<file path="src/rtl/pla_bist_pkg.sv">
// pla_bist_pkg
// Shared definitions for the PLA BIST controller: FSM state encoding, the
// stimulus LFSR polynomial and the response MISR polynomial. Tap positions
// are 1-based polynomial exponents. The masks select the register bits that
// feed the XOR.
package pla_bist_pkg;

   typedef enum logic [1:0] {
      ST_IDLE  = 2'd0,
      ST_RUN   = 2'd1,
      ST_DRAIN = 2'd2,
      ST_DONE  = 2'd3
   } bist_state_t;

   localparam int LFSR_W = 26;
   localparam int MISR_W = 10;

   localparam int LFSR_TAP_0 = 26;
   localparam int LFSR_TAP_1 = 6;
   localparam int LFSR_TAP_2 = 2;
   localparam int LFSR_TAP_3 = 1;

   localparam int MISR_TAP_0 = 10;
   localparam int MISR_TAP_1 = 7;

   localparam logic [LFSR_W-1:0] LFSR_MASK = (LFSR_W'(1) << (LFSR_TAP_0 - 1))
                                           | (LFSR_W'(1) << (LFSR_TAP_1 - 1))
                                           | (LFSR_W'(1) << (LFSR_TAP_2 - 1))
                                           | (LFSR_W'(1) << (LFSR_TAP_3 - 1));

   localparam logic [MISR_W-1:0] MISR_MASK = (MISR_W'(1) << (MISR_TAP_0 - 1))
                                           | (MISR_W'(1) << (MISR_TAP_1 - 1));

   // Shift left and insert the parity of the tapped bits at bit 0.
   function automatic logic [LFSR_W-1:0] lfsr_step(input logic [LFSR_W-1:0] l);
      return {l[LFSR_W-2:0], ^(l & LFSR_MASK)};
   endfunction

endpackage

</file>
<file path="src/rtl/pla_misr.sv">
// pla_misr
// Multiple-input signature register. It shifts toward the MSB and folds the
// tapped bits back into bit 0, XORing the parallel input d into every stage.
//   clk  : clock
//   rst  : synchronous active-high reset, clears the signature
//   clr  : synchronous clear, used when a new run starts
//   en   : capture d this cycle
//   d    : parallel response input
//   q    : current signature
module pla_misr
   import pla_bist_pkg::*;
#(
   parameter int               WIDTH = MISR_W,
   parameter logic [WIDTH-1:0] TAPS  = WIDTH'(MISR_MASK)
) (
   input  logic             clk,
   input  logic             rst,
   input  logic             clr,
   input  logic             en,
   input  logic [WIDTH-1:0] d,
   output logic [WIDTH-1:0] q
);

   logic [WIDTH-1:0] q_next;

   always_comb begin
      q_next = {q[WIDTH-2:0], ^(q & TAPS)} ^ d;
   end

   always_ff @(posedge clk) begin
      if (rst) begin
         q <= '0;
      end else if (clr) begin
         q <= '0;
      end else if (en) begin
         q <= q_next;
      end
   end

endmodule

</file>
<file path="src/rtl/pla_in7_bist.sv">
// pla_in7_bist
// Built-in self test for a 26-input / 10-output PLA. An LFSR drives
// NUM_PATTERNS vectors onto x_out. The PLA response z_in comes back RESP_LAT
// cycles later and is compressed in a MISR. At the end the signature is
// compared with GOLDEN_SIG.
//   clk           : clock, rising edge
//   rst           : synchronous active-high reset
//   start         : run request, honoured only in IDLE or DONE
//   x_out[25:0]   : registered stimulus vector to the PLA
//   z_in[9:0]     : PLA response
//   busy          : run in progress (RUN or DRAIN)
//   done          : run finished (level)
//   pass          : in DONE, signature matches GOLDEN_SIG
//   signature     : current MISR contents
//   pattern_count : vectors applied in the current or last run
//
// state | meaning
// ------+-----------------------------------------------------------
// IDLE  | after reset, x_out = 0, waiting for start
// RUN   | one LFSR vector applied per cycle, NUM_PATTERNS cycles
// DRAIN | RESP_LAT cycles collecting the last in-flight responses
// DONE  | results held until the next start or reset
module pla_in7_bist
   import pla_bist_pkg::*;
#(
   parameter int                NUM_PATTERNS = 1024,
   parameter logic [LFSR_W-1:0] SEED         = 26'h0000001,
   parameter int                RESP_LAT     = 0,
   parameter logic [MISR_W-1:0] GOLDEN_SIG   = 10'h000
) (
   input  logic              clk,
   input  logic              rst,
   input  logic              start,
   output logic [LFSR_W-1:0] x_out,
   input  logic [MISR_W-1:0] z_in,
   output logic              busy,
   output logic              done,
   output logic              pass,
   output logic [MISR_W-1:0] signature,
   output logic [15:0]       pattern_count
);

   // An all-zero seed would lock the LFSR at zero.
   localparam logic [LFSR_W-1:0] SEED_EFF   = (SEED == '0) ? LFSR_W'(1) : SEED;
   localparam logic [15:0]       NUM_PAT_W  = 16'(NUM_PATTERNS);
   localparam logic [15:0]       LAST_IDX   = 16'(NUM_PATTERNS - 1);
   localparam logic [1:0]        DRAIN_LOAD = (RESP_LAT > 0) ? 2'(RESP_LAT - 1) : 2'd0;

   bist_state_t       state_q;
   bist_state_t       state_d;
   logic [LFSR_W-1:0] lfsr_q;
   logic [LFSR_W-1:0] x_q;
   logic [15:0]       pcount_q;
   logic [1:0]        drain_cnt_q;

   logic start_load;
   logic last_vec;
   logic drain_tc;
   logic tok;
   logic sample;

   assign start_load = ((state_q == ST_IDLE) || (state_q == ST_DONE)) && start;
   assign last_vec   = (state_q == ST_RUN) && (pcount_q == LAST_IDX);
   assign drain_tc   = (drain_cnt_q == 2'd0);
   // Every RUN cycle presents one vector and launches one valid token.
   assign tok        = (state_q == ST_RUN);

   always_ff @(posedge clk) begin
      if (rst) begin
         state_q <= ST_IDLE;
      end else begin
         state_q <= state_d;
      end
   end

   always_comb begin
      state_d = state_q;
      case (state_q)
         ST_IDLE, ST_DONE: begin
            if (start) state_d = ST_RUN;
         end
         ST_RUN: begin
            if (last_vec) state_d = (RESP_LAT > 0) ? ST_DRAIN : ST_DONE;
         end
         ST_DRAIN: begin
            if (drain_tc) state_d = ST_DONE;
         end
         default: state_d = ST_IDLE;
      endcase
   end

   // x_q tracks the LFSR everywhere except IDLE, where it reads zero. After the
   // last vector both registers hold, so DRAIN and DONE show that vector.
   always_ff @(posedge clk) begin
      if (rst) begin
         lfsr_q      <= SEED_EFF;
         x_q         <= '0;
         pcount_q    <= '0;
         drain_cnt_q <= '0;
      end else begin
         case (state_q)
            ST_IDLE, ST_DONE: begin
               if (start) begin
                  lfsr_q   <= SEED_EFF;
                  x_q      <= SEED_EFF;
                  pcount_q <= '0;
               end
            end
            ST_RUN: begin
               if (pcount_q != NUM_PAT_W) pcount_q <= pcount_q + 16'd1;
               if (last_vec) begin
                  drain_cnt_q <= DRAIN_LOAD;
               end else begin
                  lfsr_q <= lfsr_step(lfsr_q);
                  x_q    <= lfsr_step(lfsr_q);
               end
            end
            ST_DRAIN: begin
               if (!drain_tc) drain_cnt_q <= drain_cnt_q - 2'd1;
            end
            default: ;
         endcase
      end
   end

   // The valid pipe delays each token to the cycle its response is on z_in.
   generate
      if (RESP_LAT == 0) begin : g_nolat
         assign sample = tok;
      end else begin : g_lat
         logic [RESP_LAT-1:0] vpipe_q;
         always_ff @(posedge clk) begin
            if (rst || start_load) begin
               vpipe_q <= '0;
            end else begin
               vpipe_q[0] <= tok;
               for (int i = 1; i < RESP_LAT; i++) vpipe_q[i] <= vpipe_q[i-1];
            end
         end
         assign sample = vpipe_q[RESP_LAT-1];
      end
   endgenerate

   pla_misr #(
      .WIDTH (MISR_W),
      .TAPS  (MISR_MASK)
   ) u_misr (
      .clk (clk),
      .rst (rst),
      .clr (start_load),
      .en  (sample),
      .d   (z_in),
      .q   (signature)
   );

   assign x_out         = x_q;
   assign pattern_count = pcount_q;
   assign busy          = (state_q == ST_RUN) || (state_q == ST_DRAIN);
   assign done          = (state_q == ST_DONE);
   assign pass          = (state_q == ST_DONE) && (signature == GOLDEN_SIG);

endmodule
</file>
<file path="config.mk">
export PLATFORM = sky130hd
export DESIGN_NAME = pla_in7_bist
export DESIGN_NICKNAME = d
export VERILOG_FILES = /design/src/rtl/pla_bist_pkg.sv /design/src/rtl/pla_misr.sv /design/src/rtl/pla_in7_bist.sv
export SDC_FILE = /design/constraint.sdc
export NUM_CORES = 1
export LEC_CHECK = 0
export ABC_AREA = 1
export CORE_MARGIN = 4
export CORE_UTILIZATION = 45
export CTS_BUF_LIST = sky130_fd_sc_hd__clkbuf_8
export DETAILED_ROUTE_END_ITERATION = 8
export PLACE_DENSITY = 0.72
export SLEW_MARGIN = 30
export SYNTH_ARGS = -nofsm -noshare
export SYNTH_HDL_FRONTEND = slang
export SYNTH_SLANG_ARGS = --single-unit
</file>
<file path="constraint.sdc">
create_clock -name clk -period 4.4 [get_ports clk]
set_input_delay 0.88 -clock clk [delete_from_list [all_inputs] [get_ports clk]]
set_output_delay 0.88 -clock clk [all_outputs]
set_load 0.02 [all_outputs]
</file>
### Word-level counts from Yosys, hierarchy flattened

Cells that the tools add are included.

* add/sub/neg operators: 2
* bitwise gates (word level): 1
* muxes and demuxes: 13
* equal/unequal tests: 11
* reduce and logical (&&, ||, !) cells: 18

Operators by type and width (count)
* $mux W26: 2
* $pmux W26 S2: 1
* $mux W16: 2
* $pmux W16 S2: 1
* $reduce_xor A26 Y1: 1
* $add A16 B1 Y16 const B: 1
* $eq A16 B10 Y1 const B: 1
* $ne A16 B11 Y1 const B: 1
* $reduce_and A3 Y1: 4
* $logic_not A10 Y1: 1
* $mux W2: 5
* $ne A2 B2 Y1 const B: 5
* $reduce_xor A10 Y1: 1
* $xor A10 B10 Y10: 1
* $pmux W2 S3: 1
* $eq A2 B2 Y1 const B: 2
* $logic_not A2 Y1: 2
* $pmux W2 S2: 1
* $reduce_bool A2 Y1: 2
* $reduce_or A2 Y1: 2
* $logic_and A1 B1 Y1: 3
* $eq A2 B1 Y1 const B: 1
* $logic_or A1 B1 Y1: 2
* $ne A2 B1 Y1 const B: 1
* $sub A2 B1 Y2 const B: 1

* logic and storage cells: 51
* input port bits: 13
* bits in registers: 82
* output and inout bits: 55

### Depth between registers and ports, before layout

Gate-level depths: netlist of the first run.

* word-level depth: 4
* gate-level depth with buffers: 12
* depth with buffers taken out: 11

### Cells and area by module

Synthesis of the first run repeated with hierarchy kept, for this count alone.

* cell total of the unflattened synthesis: 494
* area total of the unflattened synthesis: 3303.2 sq um

Modules (own cells, without submodules)
* pla_in7_bist: times used 1, cells an instance 423, area an instance 2783.9 sq um
* pla_misr: times used 1, cells an instance 71, area an instance 519.2 sq um

### Least setup slack after synthesis of the first run

Ideal clock, no wire load.

* kind: reg-to-output
* from: register state_q[1]
* to: output port pass
* path buffers: 0
* arrival: 1249 ps
* cell stages (with the launch flop): 4
* setup slack: 2271 ps
* data required time: 3520 ps
* cells stage by stage: dfxtp_1 > ha_1 > nand3_1 > nor3_1

* cells in the longest elaborated chain, start to end: 2

RTL lines
* start, declared: line pla_in7_bist.sv:49 `bist_state_t state_q;`
* start signal, assigned: line pla_in7_bist.sv:72 `state_q <= state_d;`
* $eq A2 B2 Y1
* named net done: line pla_in7_bist.sv:37 `output logic done,`
* $logic_and A1 B1 Y1: line pla_in7_bist.sv:160 `assign pass = (state_q == ST_DONE) && (signature == GOLDEN_SIG);`
* end, declared: line pla_in7_bist.sv:38 `output logic pass,`

The timed path passes the listed nets, and every way through them passes these cells.

### Worst setup path in the final report of the first run

* from: register state_q[0]
* to: output port busy

* cells in the longest elaborated chain, start to end: 2
* elaborated cells between the ends (all ways): 3
* those cells by class: eq/ne: 2; reduce/logical: 1

RTL lines
* $eq A2 B1 Y1 or $eq A2 B2 Y1 (tied branches): line pla_in7_bist.sv:158 `assign busy = (state_q == ST_RUN) || (state_q == ST_DRAIN);`
* $logic_or A1 B1 Y1 *: line pla_in7_bist.sv:158
* end, declared: line pla_in7_bist.sv:36 `output logic busy,`

Mark *: on every way between the ends. The rest lies on a longest branch, timed or not.

==> results.txt, run 1 <==
----------------------------------------------------
[Finish]
  Synth-to-Final Area Change ... 21.7%
  Net count of the finished layout ... ~550
  Number of inserted diodes ... 0
  Total of fill cells in the finished design ... roughly 680
  Total non-filler cell area in the finished layout ... around 4000 sq um
  Fraction of final layout cells sized beyond drive strength 1 ... 0.0959

[Clock tree]
  Clock-pin slew on the worst setup and hold paths ... approximately 0.07 ns
  Post-CTS Hold Buffers ... 0
  Largest buffer count on any clock path ... 2
  H-tree Lvls ... 3
  Number of buffers created by CTS ... 9
  Count of instances resized after the clock tree is built ... 0
  CTS Root Cell ... sky130_fd_sc_hd__clkbuf_8
  Insertion delay to the later sink of the worst-skew pair ... around 0.34 ns
  Clock tree from TritonCTS ... done
  Sinks on the clock net ... 57
  Post-CTS setup buffer count ... 0

[Drt]
  Routed length per placed instance ... 11.8 um
  Total wire length after detailed routing ... around 7.4 mm
  Iteration-0 DRC Markers ... around 120
  Count of nets left with antenna violations after detail routing ... 0
  Number of search-and-repair iterations in the first detailed-routing pass ... 5
  Number of design rule violations left after detail routing ... 0
  Detailed-route vias per instance ... 4.74
  Via count of the routed design ... between 2,000 and 3,000

[Place]
  Routability-driven placement congestion ratio ... 0.834
  Count of buffers inserted at the top-level ports ... 67
  Post-placement cell area ... between 3000 and 4000 sq um
  Sum of net half-perimeters after detailed placement ... 5.22 mm

[Global routing]
  Residual overflow from global routing ... 0
  Number of antenna violations at the first check in global routing ... 0
  GRT Util Overall ... 0.180
  Global-route wire length before repair ... between 10 and 15 mm
  Pin count of the biggest net entering global routing ... just over 40
  Vias in the first global route ... ~2,800

[Setup path]
  Worst flop-to-flop path startpoint ... state_q[1]$_SDFFE_PP0P_
  Critical path data required time ... approximately 3.5 ns
  Worst Reg-to-Reg Cells ... 9
  CP arrival ... approximately 1.9 ns
  Worst setup slack for register-to-register paths ... 1.77 ns
  Endpoint of the worst-slack reg-to-reg timing path ... lfsr_q[8]$_SDFFE_PP0P_
  Type of element capturing the critical path ... output port
  Worst Setup Path Type ... flop to output port
  Kind of start point of the critical path ... flop
  Biggest fanout along the worst timing path ... 4

[Timing]
  Setup-violating endpoint count in the final report ... 0
  F_max ... roughly 360 MHz
  Total count of max-transition violations in the final report ... 0
  Worst max-slew margin expressed relative to the limit ... 0.591
  Unrepaired setup endpoints after global routing ... false
  Final period demand of the worst path ... 2.76 ns
  Final worst clock skew ... about 0.0063 ns
  Least-Margin Pin Slew ... between 0.6 and 0.7 ns
  Sum Neg Setup Slack ... 0 ns
  Crit share post-route ... 0.628
  Number of hold-slack violations in the final timing report ... 0

[Logic synthesis]
  Sequential share of the synthesized area ... 0.346
  Most area-consuming cells after synthesis ... sky130_fd_sc_hd__dfxtp_1 35%, sky130_fd_sc_hd__nand2_1 12%, sky130_fd_sc_hd__nor2_1 8.0%
  Number of synthesized flops with an enable pin ... 0
  Most common cell in the netlist ... sky130_fd_sc_hd__nand2_1
  Number of distinct library cells after synthesis ... 32
  List of most frequent post-synthesis cells ... 104 x sky130_fd_sc_hd__nand2_1, 70 x sky130_fd_sc_hd__nor2_1, 68 x sky130_fd_sc_hd__inv_1
  Number of instances in the synthesized netlist ... roughly 490
  Area share of the leading cell type in the synthesized netlist ... 0.346
  Mean cell area of the mapped netlist ... 6.74 sq um
  Share of async-settable or async-resettable flops after synthesis ... 0
  Register bit count reported by yosys ... between 50 and 60
  Mapped cell area ... ~3300 sq um
  Post-synth top flop ... sky130_fd_sc_hd__dfxtp_1
  Post-synth top area cell ... sky130_fd_sc_hd__dfxtp_1
  Total of warnings raised by yosys ... 0
  Post-Synthesis Net Count ... 508

[Power and ir drop]
  Cell leakage power ... roughly 1.7 nW
  Power consumption ... roughly 2.2 mW
  Total net switching power ... ~0.92 mW
  Cell internal power dissipation ... roughly 1.3 mW
  Portion of total power attributed to combinational logic ... 0.442
  Sw Ratio ... 0.415
  Peak supply drop ... 0.000258 V
  Proportion of power drawn by flip-flops and latches ... 0.334
  Part of the power in the clock network ... 0.225
  Power density over the cells ... between 500 and 600 nW/um^2

[Die]
  Site row count ... 30
  Overall die width ... ~94 um
  Overall die height ... just over 90 um
  Core ar. ... a little under 7000 sq um
  Full die area ... 8760 sq um
  Effective utilization at floorplan ... 0.475
  Count of pins on the block boundary ... between 60 and 70

[Hold path]
  Worst hold path depth ... 2
  Worst hold path startpoint ... x_out[0]$_SDFFE_PP0P_
  Hold path endpoint ... x_out[0]$_SDFFE_PP0P_
  Class of the tightest hold or removal check ... flop to flop

[Run]
  Number of max-cap violations ... 0

[Run status]
  Run status ... complete, no violations

----------------------------------------------------
[area by class of cell]
cell class                      count  area (sq um)  area share
Clock buffer                       10           138      0.0343
Timing Repair Buffer               70           693       0.173
Inverter                           73           275      0.0686
Clock inverter                      6          67.6      0.0168
Sequential cell                    57          1140       0.284
Tap cell                           96           120      0.0299
Multi-Input combinational cell    316          1580       0.393
[cell families (layout without fill, tap and decap cells)]
kind of cell    after synthesis  after routing  share of synthesized area
fa+ha+maj                     6              6                     0.0228
xor+xnor                     13             13                     0.0345
flops                        57             57                      0.346
simple gates                235            235                      0.313
buf+inv                     116            159                      0.175
compound gates               62             62                      0.109
[flip-flops by register name, indices dropped and copies added (netlist names)]
register	count
pattern_count	16
lfsr_q	26
drain_cnt_q	2
x_out	1
u_misr.q	10
state_q	2
[metrics by stage]
step	setup slack [ns]	util	hold slack, ns	instances
6_report	1.64	0.578	0.460	628
5_1_grt	1.47	0.578	0.506	628
4_1_cts	1.62	0.578	0.465	628
3_5_place_dp	1.77	0.548	0.455	612
3_3_place_gp	1.83	0.548	0.451	612
2_1_floorplan	2.27	-	0.440	489
[how the worst max path moves through the flow]
stage	start	end	slack (ns)	depth (start not counted)
finish	state_q[0]$_SDFFE_PP0P_	busy	1.64	4
global route	state_q[1]$_SDFFE_PP0P_	pass	1.47	4
CTS	state_q[0]$_SDFFE_PP0P_	busy	1.62	4
detailed placement	start	lfsr_q[8]$_SDFFE_PP0P_	1.77	7
global placement	start	lfsr_q[11]$_SDFFE_PP0P_	1.83	7
floorplan	state_q[1]$_SDFFE_PP0P_	pass	2.27	3
[critical path, cell delays in order, from the launching register on]
cell and delay [ns]:
sky130_fd_sc_hd__dfxtp_1 0.36, sky130_fd_sc_hd__inv_1 0.07, sky130_fd_sc_hd__ha_1 0.38, sky130_fd_sc_hd__inv_1 0.12, sky130_fd_sc_hd__clkdlybuf4s50_1 0.62
[placed cells by master (no fill, tap or decap), types with 2 or more instances in the layout]
master / Yosys / layout
sky130_fd_sc_hd__nor2_1: 70 / 70
sky130_fd_sc_hd__clkbuf_8: 0 / 10
sky130_fd_sc_hd__buf_4: 29 / 3
sky130_fd_sc_hd__nor2_2: 9 / 9
sky130_fd_sc_hd__clkinv_4: 0 / 2
sky130_fd_sc_hd__a21oi_2: 9 / 9
sky130_fd_sc_hd__nand3_1: 25 / 25
sky130_fd_sc_hd__nand3b_1: 2 / 2
sky130_fd_sc_hd__inv_1: 68 / 68
sky130_fd_sc_hd__inv_2: 3 / 3
sky130_fd_sc_hd__dfxtp_1: 57 / 57
sky130_fd_sc_hd__ha_1: 6 / 6
sky130_fd_sc_hd__o21ai_0: 18 / 18
sky130_fd_sc_hd__clkdlybuf4s50_1: 0 / 67
sky130_fd_sc_hd__nor3_1: 8 / 8
sky130_fd_sc_hd__xor2_1: 12 / 12
sky130_fd_sc_hd__nand4_1: 7 / 7
sky130_fd_sc_hd__clkinvlp_4: 0 / 2
sky130_fd_sc_hd__nand2_1: 104 / 104
sky130_fd_sc_hd__nor2_4: 3 / 3
sky130_fd_sc_hd__clkinv_2: 1 / 2
sky130_fd_sc_hd__nand2_2: 3 / 3
sky130_fd_sc_hd__a21oi_1: 33 / 33
[power by group through the flow]
stage	logic, mW	clock network (mW)	registers, mW
final	0.978	0.497	0.739
after global routing	1.08	0.540	0.758
after CTS	0.984	0.514	0.740
after detailed placement	0.978	0	0.751
after global placement	0.961	0	0.746
after floorplan	0.776	0	0.758
[routing by layer]
metal | GRT usage | up-vias | share of wire
met4 | 0.0481 | 0 | 0.012
li1 | - | 1564 | -
met1 | 0.210 | 1342 | 0.45
met2 | 0.313 | 66 | 0.49
met5 | 0 | - | 0
met3 | 0.0644 | 7 | 0.048
(Power assumes the default switching activity.)
==> run 2, diff against run 1 <==
- PLACE_DENSITY: 0.72 -> 0.74
- clock period: 4.4 -> 2.3 ns (I/O delays scaled with it)
==> results.txt, run 2 (same netlist as run 1, synthesis figures left out) <==
----------------------------------------------------
[Run status]
  Run status ... complete, no violations

[Finish]
  Fraction of final layout cells sized beyond drive strength 1 ... 0.104
  Total of fill cells in the finished design ... 637
  Most frequent cells in the layout ... 104 x sky130_fd_sc_hd__nand2_1, 70 x sky130_fd_sc_hd__nor2_1, 68 x sky130_fd_sc_hd__inv_1, 65 x sky130_fd_sc_hd__clkdlybuf4s50_1, 57 x sky130_fd_sc_hd__dfxtp_1
  Synth-to-Final Area Change ... 23.3%
  Net count of the finished layout ... 552
  Max reg flops ... 26
  Leading cell type in the layout, fill and taps excluded ... sky130_fd_sc_hd__nand2_1
  Number of inserted diodes ... 0
  Footprint of the multi-input gates ... 1580 sq um
  Register area ... between 1000 and 1500 sq um
  Reg with most FFs ... lfsr_q
  Post-Layout Cell Count ... 633

[Global routing]
  Residual overflow from global routing ... 0
  GRT Util Overall ... 0.174
  Number of antenna violations at the first check in global routing ... 0
  Pin count of the biggest net entering global routing ... 28
  Global-route wire length before repair ... about 12 mm
  Vias in the first global route ... roughly 2,800

[Setup path]
  Worst setup slack for register-to-register paths ... around 0.39 ns
  Biggest fanout along the worst timing path ... 4
  CP arrival ... ~1.6 ns
  Worst flop-to-flop path startpoint ... pattern_count[1]$_SDFFE_PP0P_
  Worst Reg-to-Reg Cells ... 11
  Worst Setup Path Type ... flop to output port
  Endpoint of the worst-slack reg-to-reg timing path ... lfsr_q[1]$_SDFFE_PP0P_
  Kind of start point of the critical path ... flop
  Type of element capturing the critical path ... output port
  Critical path data required time ... 1.84 ns

[Place]
  Count of buffers inserted at the top-level ports ... 67
  Placed cell count ... 618
  Sum of net half-perimeters after detailed placement ... 5.29 mm
  Routability-driven placement congestion ratio ... 0.854

[Hold path]
  Worst hold path startpoint ... x_out[0]$_SDFFE_PP0P_
  Hold path endpoint ... x_out[0]$_SDFFE_PP0P_
  Worst hold path depth ... 2
  Class of the tightest hold or removal check ... flop to flop

[Timing]
  Setup-violating endpoint count in the final report ... 0
  Least-Margin Pin Slew ... between 0.3 and 0.4 ns
  Total count of max-transition violations in the final report ... 0
  Sum Neg Setup Slack ... 0 ns
  Final worst clock skew ... slightly above 0.007 ns
  Crit share post-route ... 0.885
  Final period demand of the worst path ... about 2.0 ns
  Number of hold-slack violations in the final timing report ... 0
  Unrepaired setup endpoints after global routing ... false
  Worst max-slew margin expressed relative to the limit ... 0.769
  F_max ... 491 MHz

[Drt]
  Number of search-and-repair iterations in the first detailed-routing pass ... 5
  Detailed-route vias per instance ... 4.71
  Count of nets left with antenna violations after detail routing ... 0
  Via count of the routed design ... 2,980
  Number of design rule violations left after detail routing ... 0
  Total wire length after detailed routing ... approximately 7.2 mm
  Iteration-0 DRC Markers ... 93
  Routed length per placed instance ... approximately 11 um

[Run]
  Number of max-cap violations ... 0

[Clock tree]
  Count of instances resized after the clock tree is built ... 2
  Number of buffers created by CTS ... 9
  Clock-pin slew on the worst setup and hold paths ... approximately 0.060 ns
  CTS Root Cell ... sky130_fd_sc_hd__clkbuf_8
  Insertion delay to the later sink of the worst-skew pair ... 0.33 ns
  Sinks on the clock net ... 57
  Post-CTS setup buffer count ... 0
  Clock tree from TritonCTS ... done
  H-tree Lvls ... 3
  Post-CTS Hold Buffers ... 0
  Largest buffer count on any clock path ... 2

[Die]
  Count of pins on the block boundary ... 68
  Core ar. ... ~6900 sq um
  Overall die height ... approximately 94 um
  Full die area ... 8760 sq um
  Overall die width ... around 94 um
  Site row count ... 30
  Effective utilization at floorplan ... 0.475

[Power and ir drop]
  Power density over the cells ... around 1100 nW/um^2
  Power consumption ... roughly 4.3 mW
  Cell leakage power ... between 1.5 and 2 nW
  Peak supply drop ... 0.000419 V

----------------------------------------------------
## run 2: cell count changes in the layout (fill, tap and decap cells not counted), sizes merged
| cell | before | now |
|---|---|---|
| buf | 3 | 9 |
| clkbuf | 10 | 13 |
| clkdlybuf4s50 | 67 | 65 |
| clkinv | 5 | 3 |
| clkinvlp | 2 | 0 |
| dlygate4sd2 | 0 | 2 |
## run 2: through the flow
step | setup slack (ns) | util | hold slack [ns] | cell area, sq um
global route | 0.149 | 0.585 | 0.504 | 4070
detailed placement | 0.324 | 0.555 | 0.467 | 3850
CTS | 0.246 | 0.585 | 0.476 | 4070
floorplan | 0.591 | - | 0.440 | 3300
finish | 0.264 | 0.585 | 0.472 | 4070
global placement | 0.352 | 0.555 | 0.451 | 3850
## run 2: worst max-delay path by stage
| stage | slack (ns) | startpoint | end |
|---|---|---|---|
| finish | 0.26 | state_q[0]$_SDFFE_PP0P_ | busy |
| global route | 0.15 | state_q[0]$_SDFFE_PP0P_ | busy |
| CTS | 0.25 | state_q[0]$_SDFFE_PP0P_ | busy |
| detailed placement | 0.32 | start | lfsr_q[6]$_SDFFE_PP0P_ |
| global placement | 0.35 | state_q[1]$_SDFFE_PP0P_ | pass |
| floorplan | 0.59 | state_q[1]$_SDFFE_PP0P_ | pass |
## run 2: critical path: stages, from the launching register on
cell                            delay, ns
sky130_fd_sc_hd__dfxtp_1             0.36
sky130_fd_sc_hd__inv_1               0.07
sky130_fd_sc_hd__ha_1                0.36
sky130_fd_sc_hd__inv_1               0.12
sky130_fd_sc_hd__dlygate4sd2_1       0.35
## run 2: layout make-up
class	count	area share
Multi-Input combinational cell	316	0.388
Sequential cell	57	0.281
Timing Repair Buffer	76	0.181
Inverter	73	0.0677
Clock buffer	13	0.0440
Tap cell	96	0.0295
Clock inverter	2	0.00862
## run 2: metal layers
layer | vias to the layer above | routed length (um) | global-route usage
met5 | - | 0 | 0
met4 | 0 | 88 | 0.0457
met3 | 12 | 374 | 0.0563
met2 | 54 | 3520 | 0.297
met1 | 1348 | 3260 | 0.211
li1 | 1566 | - | -
## run 2: report_power, final
part / internal [mW] / switching [mW]
clock: 0.611 / 0.375
sequential: 1.22 / 0.193
combinational: 0.755 / 1.14
total: 2.58 / 1.70
